File: src/rtl/gray_mem_arbiter.sv
// gray_mem_arbiter: two-port round-robin read arbiter with burst lock for the 128x128 gray image memory.
// Define GRAY_ARB_STATS_EN to add the saturating gnt_cnt0 / gnt_cnt1 / stall_cnt counter outputs.
module gray_mem_arbiter #(
  parameter int MEM_LAT   = 1,
  parameter int MAX_BURST = 9
) (
  input  logic        clk,
  input  logic        reset_n,
  input  logic        req0,
  input  logic [13:0] addr0,
  input  logic        lock0,
  output logic        gnt0,
  output logic        rvalid0,
  output logic [7:0]  rdata0,
  input  logic        req1,
  input  logic [13:0] addr1,
  input  logic        lock1,
  output logic        gnt1,
  output logic        rvalid1,
  output logic [7:0]  rdata1,
  output logic        mem_rd,
  output logic [13:0] mem_addr,
  input  logic [7:0]  mem_data
`ifdef GRAY_ARB_STATS_EN
  ,
  output logic [15:0] gnt_cnt0,
  output logic [15:0] gnt_cnt1,
  output logic [15:0] stall_cnt
`endif
);

  localparam logic [1:0] ST_ARB    = 2'd0;
  localparam logic [1:0] ST_LOCK0  = 2'd1;
  localparam logic [1:0] ST_LOCK1  = 2'd2;
  localparam logic [3:0] BURST_MAX = 4'(MAX_BURST);
  localparam int         LAST      = MEM_LAT - 1;

  logic [1:0]         state_r, state_nx_s;
  logic               rr_ptr_r, rr_nx_s;
  logic [3:0]         burst_cnt_r, cnt_nx_s, cnt_inc_s;
  logic               gnt0_s, gnt1_s, xfer_s;
  logic               own_s, own_lock_s, gnt_lock_s;
  logic               mem_rd_r;
  logic [13:0]        mem_addr_r;
  logic [MEM_LAT-1:0] pipe_v_r, pipe_tag_r;
  logic               ret_v_s, ret_tag_s;
  logic               rvalid0_r, rvalid1_r;
  logic [7:0]         rdata0_r, rdata1_r;

  assign xfer_s     = gnt0_s | gnt1_s;
  assign own_s      = (state_r == ST_LOCK1);
  assign own_lock_s = own_s ? lock1 : lock0;
  assign gnt_lock_s = gnt1_s ? lock1 : lock0;
  assign cnt_inc_s  = burst_cnt_r + 4'd1;

  // Grant decode: round-robin in ARB, exclusive owner in LOCK states.
  always_comb begin
    gnt0_s = 1'b0;
    gnt1_s = 1'b0;
    case (state_r)
      ST_ARB: begin
        if (req0 && req1) begin
          if (rr_ptr_r) begin
            gnt1_s = 1'b1;
          end else begin
            gnt0_s = 1'b1;
          end
        end else if (req0) begin
          gnt0_s = 1'b1;
        end else if (req1) begin
          gnt1_s = 1'b1;
        end else begin
          gnt0_s = 1'b0;
          gnt1_s = 1'b0;
        end
      end
      ST_LOCK0: gnt0_s = req0;
      ST_LOCK1: gnt1_s = req1;
      default: begin
        gnt0_s = 1'b0;
        gnt1_s = 1'b0;
      end
    endcase
  end

  assign gnt0 = gnt0_s & reset_n;
  assign gnt1 = gnt1_s & reset_n;

  // Next-state, round-robin pointer and burst length bookkeeping.
  always_comb begin
    state_nx_s = state_r;
    rr_nx_s    = rr_ptr_r;
    cnt_nx_s   = burst_cnt_r;
    case (state_r)
      ST_ARB: begin
        if (xfer_s) begin
          if (req0 && req1) begin
            rr_nx_s = ~gnt1_s;
          end else begin
            rr_nx_s = rr_ptr_r;
          end
          if (gnt_lock_s) begin
            cnt_nx_s = 4'd1;
            // A cap of one means the lock is already exhausted by this grant.
            if (BURST_MAX <= 4'd1) begin
              state_nx_s = ST_ARB;
              rr_nx_s    = ~gnt1_s;
            end else begin
              state_nx_s = gnt1_s ? ST_LOCK1 : ST_LOCK0;
            end
          end else begin
            cnt_nx_s   = 4'd0;
            state_nx_s = ST_ARB;
          end
        end else begin
          state_nx_s = ST_ARB;
        end
      end
      ST_LOCK0, ST_LOCK1: begin
        if (xfer_s) begin
          if (cnt_inc_s >= BURST_MAX) begin
            state_nx_s = ST_ARB;
            rr_nx_s    = ~own_s;
            cnt_nx_s   = 4'd0;
          end else if (!own_lock_s) begin
            state_nx_s = ST_ARB;
            cnt_nx_s   = 4'd0;
          end else begin
            cnt_nx_s   = cnt_inc_s;
          end
        end else if (!own_lock_s) begin
          state_nx_s = ST_ARB;
          cnt_nx_s   = 4'd0;
        end else begin
          state_nx_s = state_r;
        end
      end
      default: begin
        state_nx_s = ST_ARB;
        rr_nx_s    = 1'b0;
        cnt_nx_s   = 4'd0;
      end
    endcase
  end

  // Arbitration state registers.
  always_ff @(posedge clk or negedge reset_n) begin
    if (!reset_n) begin
      state_r     <= ST_ARB;
      rr_ptr_r    <= 1'b0;
      burst_cnt_r <= 4'd0;
    end else begin
      state_r     <= state_nx_s;
      rr_ptr_r    <= rr_nx_s;
      burst_cnt_r <= cnt_nx_s;
    end
  end

  // Memory issue: address is captured only on the transfer edge.
  always_ff @(posedge clk or negedge reset_n) begin
    if (!reset_n) begin
      mem_rd_r   <= 1'b0;
      mem_addr_r <= 14'd0;
    end else begin
      mem_rd_r <= xfer_s;
      if (xfer_s) begin
        mem_addr_r <= gnt1_s ? addr1 : addr0;
      end
    end
  end

  // Owner tag pipeline, one stage per cycle of memory latency.
  always_ff @(posedge clk or negedge reset_n) begin
    if (!reset_n) begin
      pipe_v_r   <= '0;
      pipe_tag_r <= '0;
    end else begin
      pipe_v_r[0]   <= xfer_s;
      pipe_tag_r[0] <= gnt1_s;
      for (int i = 1; i < MEM_LAT; i++) begin
        pipe_v_r[i]   <= pipe_v_r[i-1];
        pipe_tag_r[i] <= pipe_tag_r[i-1];
      end
    end
  end

  assign ret_v_s   = pipe_v_r[LAST];
  assign ret_tag_s = pipe_tag_r[LAST];

  // Return path: capture mem_data for the tagged owner, other port holds.
  always_ff @(posedge clk or negedge reset_n) begin
    if (!reset_n) begin
      rvalid0_r <= 1'b0;
      rvalid1_r <= 1'b0;
      rdata0_r  <= 8'd0;
      rdata1_r  <= 8'd0;
    end else begin
      rvalid0_r <= ret_v_s & ~ret_tag_s;
      rvalid1_r <= ret_v_s & ret_tag_s;
      if (ret_v_s && !ret_tag_s) begin
        rdata0_r <= mem_data;
      end
      if (ret_v_s && ret_tag_s) begin
        rdata1_r <= mem_data;
      end
    end
  end

  assign mem_rd   = mem_rd_r;
  assign mem_addr = mem_addr_r;
  assign rvalid0  = rvalid0_r;
  assign rvalid1  = rvalid1_r;
  assign rdata0   = rdata0_r;
  assign rdata1   = rdata1_r;

`ifdef GRAY_ARB_STATS_EN
  logic [15:0] gnt_cnt0_r, gnt_cnt1_r, stall_cnt_r;
  logic        stall_s;

  function automatic logic [15:0] sat_inc(input logic [15:0] v, input logic en);
    if (en && (v != 16'hFFFF)) begin
      return v + 16'd1;
    end else begin
      return v;
    end
  endfunction

  assign stall_s = (req0 & ~gnt0_s) | (req1 & ~gnt1_s);

  // Saturating transfer and stall counters.
  always_ff @(posedge clk or negedge reset_n) begin
    if (!reset_n) begin
      gnt_cnt0_r  <= 16'd0;
      gnt_cnt1_r  <= 16'd0;
      stall_cnt_r <= 16'd0;
    end else begin
      gnt_cnt0_r  <= sat_inc(gnt_cnt0_r, gnt0_s);
      gnt_cnt1_r  <= sat_inc(gnt_cnt1_r, gnt1_s);
      stall_cnt_r <= sat_inc(stall_cnt_r, stall_s);
    end
  end

  assign gnt_cnt0  = gnt_cnt0_r;
  assign gnt_cnt1  = gnt_cnt1_r;
  assign stall_cnt = stall_cnt_r;
`endif

endmodule

File: config.mk
export PLATFORM = sky130hd
export DESIGN_NAME = gray_mem_arbiter
export DESIGN_NICKNAME = d
export VERILOG_FILES = /design/src/rtl/gray_mem_arbiter.sv
export SDC_FILE = /design/constraint.sdc
export NUM_CORES = 1
export LEC_CHECK = 0
export BUFFER_PORTS_ARGS = -buffer_cell sky130_fd_sc_hd__buf_2
export CORE_MARGIN = 4
export CORE_UTILIZATION = 30
export CTS_BUF_LIST = sky130_fd_sc_hd__clkbuf_2 sky130_fd_sc_hd__clkbuf_4 sky130_fd_sc_hd__clkbuf_8
export DETAILED_ROUTE_END_ITERATION = 8
export GPL_TIMING_DRIVEN = 0
export HOLD_SLACK_MARGIN = 0.03
export PLACE_DENSITY = 0.53
export SYNTH_ARGS = -nofsm -noshare
export SYNTH_HDL_FRONTEND = slang
export SYNTH_SLANG_ARGS = --single-unit
File: constraint.sdc
create_clock -name clk -period 2.35 [get_ports clk]
set_input_delay 0.1175 -clock clk [delete_from_list [all_inputs] [get_ports clk]]
set_output_delay 0.1175 -clock clk [all_outputs]
set_load 0.01 [all_outputs]
# Word level (Yosys, flattened, before mapping)
# Cells that the tools add are included.
dict set report word_totals {
  regBits 41
  in_bits 42
}
dict set report op_classes {
  n_eq_ne 7
  n_addsub 1
  order_cmp 1
  n_reduce_logical 8
  mux 31
  bitwise_logic 8
}
# operator count
set ops {}
lappend ops {{$mux W4} 5}
lappend ops {{$mux W1} 14}
lappend ops {{$mux W14} 1}
lappend ops {{$mux W2} 6}
lappend ops {{$ne A2 B2 Y1 const B} 4}
lappend ops {{$pmux W4 S2} 1}
lappend ops {{$pmux W1 S2} 3}
lappend ops {{$add A4 B1 Y4 const B} 1}
lappend ops {{$and A1 B1 Y1} 4}
lappend ops {{$ge A4 B4 Y1 const B} 1}
lappend ops {{$pmux W2 S2} 1}
lappend ops {{$reduce_and A4 Y1} 1}
lappend ops {{$logic_and A1 B1 Y1} 3}
lappend ops {{$ne A3 B3 Y1 const B} 1}
lappend ops {{$not A1 Y1} 3}
lappend ops {{$eq A2 B1 Y1 const B} 1}
lappend ops {{$eq A2 B2 Y1 const B} 1}
lappend ops {{$logic_not A2 Y1} 1}
lappend ops {{$reduce_and A2 Y1} 1}
lappend ops {{$reduce_or A2 Y1} 1}
lappend ops {{$logic_not A1 Y1} 1}
lappend ops {{$or A1 B1 Y1} 1}

# Longest topological paths before layout
# Gate-level depths: netlist of run 1.
dict set report logic_depth {
  depth_word 8
  ltp_mapped 7
  ltp_nobuf 7
}

# Worst setup path before layout of run 1
# Ideal clock, no wire load.
dict set report synth_timing {
  path_kind {reg2reg}
  start {register burst_cnt_r[0]}
  end {register rr_ptr_r}
  path_slack_ns 0.516
  stages_incl_launch_ff 7
  arrival_time_ns 1.709
  required_time_ns 2.225
  path_buffers 0
  path_cell_list {dfrtp_1 > ha_1 > and3b_1 > nor4_4 > nand2_1 > a22o_1 > mux2_4}
}
dict set report synth_via {
  elab_chain_len 4
}
# item line_no
set synth_rtl {}
lappend synth_rtl {{start, declared} 40} ;# logic [3:0] burst_cnt_r, cnt_nx_s, cnt_inc_s;
lappend synth_rtl {{start signal, assigned} 155} ;# burst_cnt_r <= cnt_nx_s;
lappend synth_rtl {{$add A4 B1 Y4} 54} ;# assign cnt_inc_s = burst_cnt_r + 4'd1;
lappend synth_rtl {{$ge A4 B4 Y1} 121} ;# if (cnt_inc_s >= BURST_MAX) begin
lappend synth_rtl {{$ne A2 B2 Y1 (no line)} --}
lappend synth_rtl {{$reduce_and A4 Y1 (no line)} --}
lappend synth_rtl {{end signal, assigned} 154} ;# rr_ptr_r <= rr_nx_s;
lappend synth_rtl {{end, declared} 39} ;# logic rr_ptr_r, rr_nx_s;
# No other way between the ends.
# A chain may end at the register's enable or synchronous reset.

# Final worst setup path of run 1
dict set report layout_timing {
  start {register state_r[0]}
  end {register mem_addr_r[11], in the netlist mem_addr[11]}
}
dict set report layout_via {
  elab_chain_len 3
}
# item line_no
set layout_rtl {}
lappend layout_rtl {{start, declared} 38} ;# logic [1:0] state_r, state_nx_s;
lappend layout_rtl {{start signal, assigned} 153} ;# state_r <= state_nx_s;
lappend layout_rtl {{$eq A2 B2 Y1, or another cell as far along} 60} ;# case (state_r)
lappend layout_rtl {{$pmux W1 S2} 60}
lappend layout_rtl {{$mux W14 or $or A1 B1 Y1 (tied branches)} {167, 50}}
lappend layout_rtl {{end signal, assigned} 167} ;# mem_addr_r <= gnt1_s ? addr1 : addr0;
lappend layout_rtl {{end, declared} 44} ;# logic [13:0] mem_addr_r;
# Several ways; a longest one is shown, not always the timed one.

==> impl_metrics.csv, run 1 <==
group,metric,value,unit
clock_tree,cts_tree,"yes",
sta,slew-limit-headroom,0.382,
critical_path,reg2reg_depth,6,
sta,finClkSkew,4.61,ps
clock_tree,cts_max_path_buffers,2,
final_layout,final_cell_mix,"buf_2 (76), dfrtp_1 (41), nand2_1 (22), mux2_2 (18), o21ai_0 (16)",
sta,post-route-period-util,0.888,
die,core,6030,sq um
sta,fin_crit,2090,ps
final_layout,final_cells,335,
global_route,grt_pass1_wl,7060,um
critical_path,startpoint_type,"register",
global_route,antenna_found_initial,0,
sta,slew_viol_final,0,
route,vias,1532,
yosys,syn_avg_cell_area,11.8,sq um
final_layout,fin_util,0.434,
yosys,yosysTopAreaCellShare,0.538,
critical_path,arrival,2240,ps
run,max_cap_violations,0,
worst_hold_path,min_from,"addr1[0]",
die,ios,77,
die,die_area,7690,sq um
critical_path,end_kind,"register",
placed_design,postPlaceCellArea,2380,sq um
critical_path,required,2510,ps
sta,final.setup.tns,0,ps
clock_tree,cts-root-buf,"clkbuf_8",
global_route,grt_overflow,0,
sta,hold_violations,0,
final_layout,final_nets,307,
die,initial_core_util,0.316,
worst_hold_path,holdCritPathClass,"primary input to register",
clock_tree,worstSkewPairLatency,290,ps
critical_path,cp_max_fo,10,
die,rows,28,
critical_path,criticalPathCategory,"register to register",
yosys,synth_top_area_cell,"dfrtp_1",
sta,setup_viol,0,
route,dr.pass1.iters,4,
route,ant_nets,0,
critical_path,reg2reg_to,"mem_addr[11]$_DFFE_PN0N_",
route,route.detailed.wl_per_inst,13.3,um
global_route,grtUsageTotal,0.119,
outcome,status,"finished clean",
yosys,ys_seq_area_frac,0.538,
final_layout,design_area,2620,sq um
final_layout,antenna_cells,0,
placed_design,io_buffers,76,
sta,rsz0062_at_grt,"false",
yosys,ys_types,27,
yosys,syn_area,1910,sq um
critical_path,crit_path_end,"mem_addr[11]$_DFFE_PN0N_",
global_route,grt_max_degree,43,
route,finalWirelength,4470,um
final_layout,drive_gt1_frac,0.423,
placed_design,gp_congestion,0.727,
sta,max_slew.worst_pin.slew,927,ps
clock_tree,cts.sinks,41,
yosys,synth_nets,210,
clock_tree,h-tree-depth,2,
clock_tree,clkSlewWorstSetupHoldPaths,80,ps
power,ir_drop,0.493,mV
placed_design,dp.cells,313,
route,drt_iter0_drc,62,
sta,whs,35.1,ps
final_layout,final_common_cell,"buf_2",
yosys,synth_area_leaders,"dfrtp_1 (54%), mux2_2 (11%), mux2i_1 (7.9%)",
yosys,yosysWarnings,0,
die,die_w,87.7,um
sta,max_freq,479,MHz
global_route,grt_pass1_vias,1567,
final_layout,area_growth_syn_to_layout,37.2,%
critical_path,reg2reg_slack,260,ps
placed_design,dpl.hpwl,3250,um
die,fp.dieH,87.7,um
yosys,synth-seq-cells,41,
critical_path,reg2reg_from,"state_r[0]$_DFF_PN0_",
clock_tree,cts_buffers,5,
route,viasPerCell,4.57,
yosys,syn-instance-count,162,
power,p_leak,1.31,nW
critical_path,critPathLaunch,"state_r[0]$_DFF_PN0_",
power,pwr_density_cell,1120,nW/um^2
route,drc,0,
-- per-layer routing --
metal | vias to the layer above | wire (um) | track usage
met5 | - | 0 | 0
met4 | 0 | 71 | 0.0474
met3 | 8 | 336 | 0.0357
met2 | 47 | 2130 | 0.198
met1 | 719 | 1940 | 0.144
li1 | 758 | - | -
-- flip-flops by register name, indices dropped and copies added, names as in the netlist --
name,flops
rdata0,8
rvalid0,1
pipe_v_r,1
pipe_tag_r,1
state_r,2
rvalid1,1
burst_cnt_r,4
mem_addr,14
rr_ptr_r,1
rdata1,8
-- power by group --
group	switching, mW	internal (mW)
sequential	0.161	1.02
combinational	0.660	0.611
clock	0.251	0.238
-- worst max-delay path, stage by stage, from the launching register on --
cell      delay [ps]
dfrtp_1          440
inv_1            110
ha_1             280
o21ai_0          170
nor2_1           360
clkbuf_1         420
o21ai_0          190
-- timing repair --
item                                    CTS  global route
buffers inserted                          1             0
pin swaps                                 1             0
hold buffers                             13             0
endpoints found under the setup margin    1             1
gates resized for setup                   0             2
hold endpoints to repair                 53             0
-- area by class of cell --
| cell class | instances | area [sq um] |
|---|---|---|
| repair buffers | 90 | 518 |
| multi-input cells | 108 | 827 |
| inverters | 8 | 30.0 |
| clock buffers | 6 | 82.6 |
| clock inverters | 2 | 13.8 |
| plain buffers | 5 | 23.8 |
| well taps | 75 | 93.8 |
| flip-flops and latches | 41 | 1030 |
| fillers | 584 | 3410 |
-- Yosys cell counts --
library cell and number:
a21boi_0 1, a21oi_1 6, a22o_1 3, a32oi_1 1, and3b_1 1, and4_4 1
buf_4 1, clkbuf_1 4, dfrtp_1 41, ha_1 6, inv_1 8, mux2_2 18
mux2_4 1, mux2i_1 15, nand2_1 22, nand3_1 1, nor2_1 5, nor2b_1 1
nor3_1 1, nor3b_1 1, nor4_4 1, nor4b_1 2, nor4b_2 1, o21ai_0 16
o21ai_2 1, o31ai_1 2, xnor2_1 1
-- metrics by stage --
step,total power [mW],setup WS [ps]
final,2.94,263
after CTS,3.00,182
after global routing,3.17,45.2
after global placement,2.46,154
after floorplan,1.96,516
after detailed placement,2.47,129
-- how the worst min path moves through the flow --
| stage | cells after the start | endpoint | slack [ps] |
|---|---|---|---|
| floorplan | 0 | burst_cnt_r[0]$_DFFE_PN0P_ | -180 |
| global placement | 1 | rdata0[5]$_DFFE_PN0P_ | 320 |
| detailed placement | 1 | rdata1[1]$_DFFE_PN0P_ | 310 |
| CTS | 3 | mem_addr[0]$_DFFE_PN0N_ | 30 |
| global route | 3 | mem_addr[0]$_DFFE_PN0N_ | 30 |
| finish | 3 | mem_addr[0]$_DFFE_PN0N_ | 40 |
-- cells by family (layout without fill, tap and decap cells) --
group | count (synthesis) | after routing | share of synthesized area
muxes | 34 | 34 | 0.193
AOI/OAI and AO/OA | 30 | 30 | 0.0926
DFF | 41 | 41 | 0.538
and+or+nand+nor | 37 | 37 | 0.104
buffers and inverters | 13 | 111 | 0.0276
adders and majority gates | 6 | 6 | 0.0394
xor gates and xnor gates | 1 | 1 | 0.00460
Power figures use the tool's default switching activity.
==> run 2: changes to the inputs <==
PLACE_DENSITY = 0.57   (was 0.53)
==> run 2 against run 1 <==
  * Core utilization down 0.46 points
  * Power up 3.5%
  * Die area unchanged
  * Global-route usage down 0.18 points
  * Hold slack better by 1.1 ps
  * Highest routed layer unchanged
==> impl_metrics.csv, run 2 (synthesis results as in run 1) <==
group,metric,value,unit
die,die_area,7690,sq um
global_route,grtUsageTotal,0.117,
route,route.detailed.wl_per_inst,13.4,um
route,finalWirelength,4420,um
route,dr.pass1.iters,4,
clock_tree,h-tree-depth,2,
sta,rsz0062_at_grt,"false",
run,max_cap_violations,0,
placed_design,dpl.hpwl,3290,um
sta,max_freq,478,MHz
final_layout,design_area,2590,sq um
sta,slew-limit-headroom,0.387,
sta,fin_crit,2090,ps
route,ant_nets,0,
clock_tree,cts.sinks,41,
placed_design,dp.cells,313,
outcome,status,"finished clean",
route,drt_iter0_drc,26,
sta,setup_viol,0,
power,p_total,3.04,mW
clock_tree,cts_max_path_buffers,2,
power,pwr_density_cell,1180,nW/um^2
die,rows,28,
critical_path,arrival,2260,ps
sta,max_slew.worst_pin.slew,920,ps
final_layout,area_growth_syn_to_layout,35.8,%
global_route,grt_overflow,0,
placed_design,io_buffers,76,
global_route,grt_pass1_wl,7000,um
sta,final.setup.tns,0,ps
critical_path,end_kind,"register",
global_route,grt_max_degree,43,
worst_hold_path,holdCritPathClass,"primary input to register",
clock_tree,cts-root-buf,"clkbuf_8",
critical_path,criticalPathCategory,"register to register",
sta,finClkSkew,5.66,ps
power,ir_drop,0.468,mV
die,core,6030,sq um
die,fp.dieH,87.7,um
die,initial_core_util,0.316,
clock_tree,worstSkewPairLatency,280,ps
clock_tree,cts_tree,"yes",
critical_path,startpoint_type,"register",
placed_design,gp_congestion,0.707,
sta,whs,36.2,ps
critical_path,cp_max_fo,7,
final_layout,final_nets,301,
power,p_leak,1.30,nW
global_route,antenna_found_initial,0,
route,drc,0,
clock_tree,clkSlewWorstSetupHoldPaths,80,ps
critical_path,required,2520,ps
sta,slew_viol_final,0,
route,vias,1511,
final_layout,largest_reg_flops,14,
die,die_w,87.7,um
final_layout,final_cells,329,
final_layout,antenna_cells,0,
clock_tree,cts_buffers,5,
final_layout,drive_gt1_frac,0.437,
sta,post-route-period-util,0.890,
route,viasPerCell,4.59,
placed_design,postPlaceCellArea,2380,sq um
final_layout,final_cell_mix,"buf_2 (76), dfrtp_1 (41), nand2_1 (22), mux2_2 (18), o21ai_0 (16)",
global_route,grt_pass1_vias,1459,
die,ios,77,
final_layout,final_common_cell,"buf_2",
sta,hold_violations,0,
## run 2: path summary, 6_finish.rpt
| check | start | to | slack (ps) | cells after the start |
|---|---|---|---|---|
| hold / removal | addr1[7] | mem_addr[7]$_DFFE_PN0N_ | 40 | 3 |
| hold reg to reg | rdata1[4]$_DFFE_PN0P_ | rdata1[4]$_DFFE_PN0P_ | 500 | 1 |
| setup / recovery | state_r[0]$_DFF_PN0_ | burst_cnt_r[0]$_DFFE_PN0P_ | 260 | 7 |
| setup reg to reg | state_r[0]$_DFF_PN0_ | burst_cnt_r[0]$_DFFE_PN0P_ | 260 | 7 |
| min in group asynchronous | reset_n | rdata1[6]$_DFFE_PN0P_ | 500 | 2 |
| max in group asynchronous | reset_n | mem_addr[6]$_DFFE_PN0N_ | 1280 | 2 |
## run 2: layer usage
| layer | track usage | vias up | part of all wire |
|---|---|---|---|
| li1 | - | 749 | - |
| met1 | 0.153 | 709 | 0.45 |
| met2 | 0.188 | 47 | 0.47 |
| met3 | 0.0357 | 6 | 0.069 |
| met4 | 0.0335 | 0 | 0.010 |
| met5 | 0 | - | 0 |
## run 2: where the power goes
group	total, mW	switching, mW	internal [mW]
logic	1.28	0.665	0.612
clock network	0.588	0.230	0.358
registers	1.18	0.159	1.02
total	3.04	1.05	1.99
## run 2: repair_timing
item / in CTS / in global routing
cloned: 0 / 0
endpoints found under the setup margin: 1 / 7
setup buffers: 0 / 1
pin swaps: 0 / 1
endpoints found under the hold margin: 46 / 1
resized for setup: 1 / 5
hold buffers: 6 / 1
## run 2: worst max-delay path, cell delays in order, from the launching register on
cell and delay [ps]:
dfrtp_1 440, inv_1 100, ha_1 280, o21ai_0 170, nor2_1 390, mux2_2 390, a21oi_1 140, o31ai_1 70
## run 2: area by class of cell
type	instances	area, sq um
plain buffers	5	25.0
clock buffers	7	90.1
clock inverters	1	30.0
fillers	612	3440
inverters	8	30.0
multi-input cells	108	835
flip-flops and latches	41	1030
well taps	75	93.8
repair buffers	84	458
## run 2: through the flow
stage           util  setup slack [ps]
3_5_place_dp   0.395               109
2_1_floorplan      -               516
6_report       0.429               259
3_3_place_gp   0.395               156
4_1_cts        0.426              76.1
5_1_grt        0.429              58.6
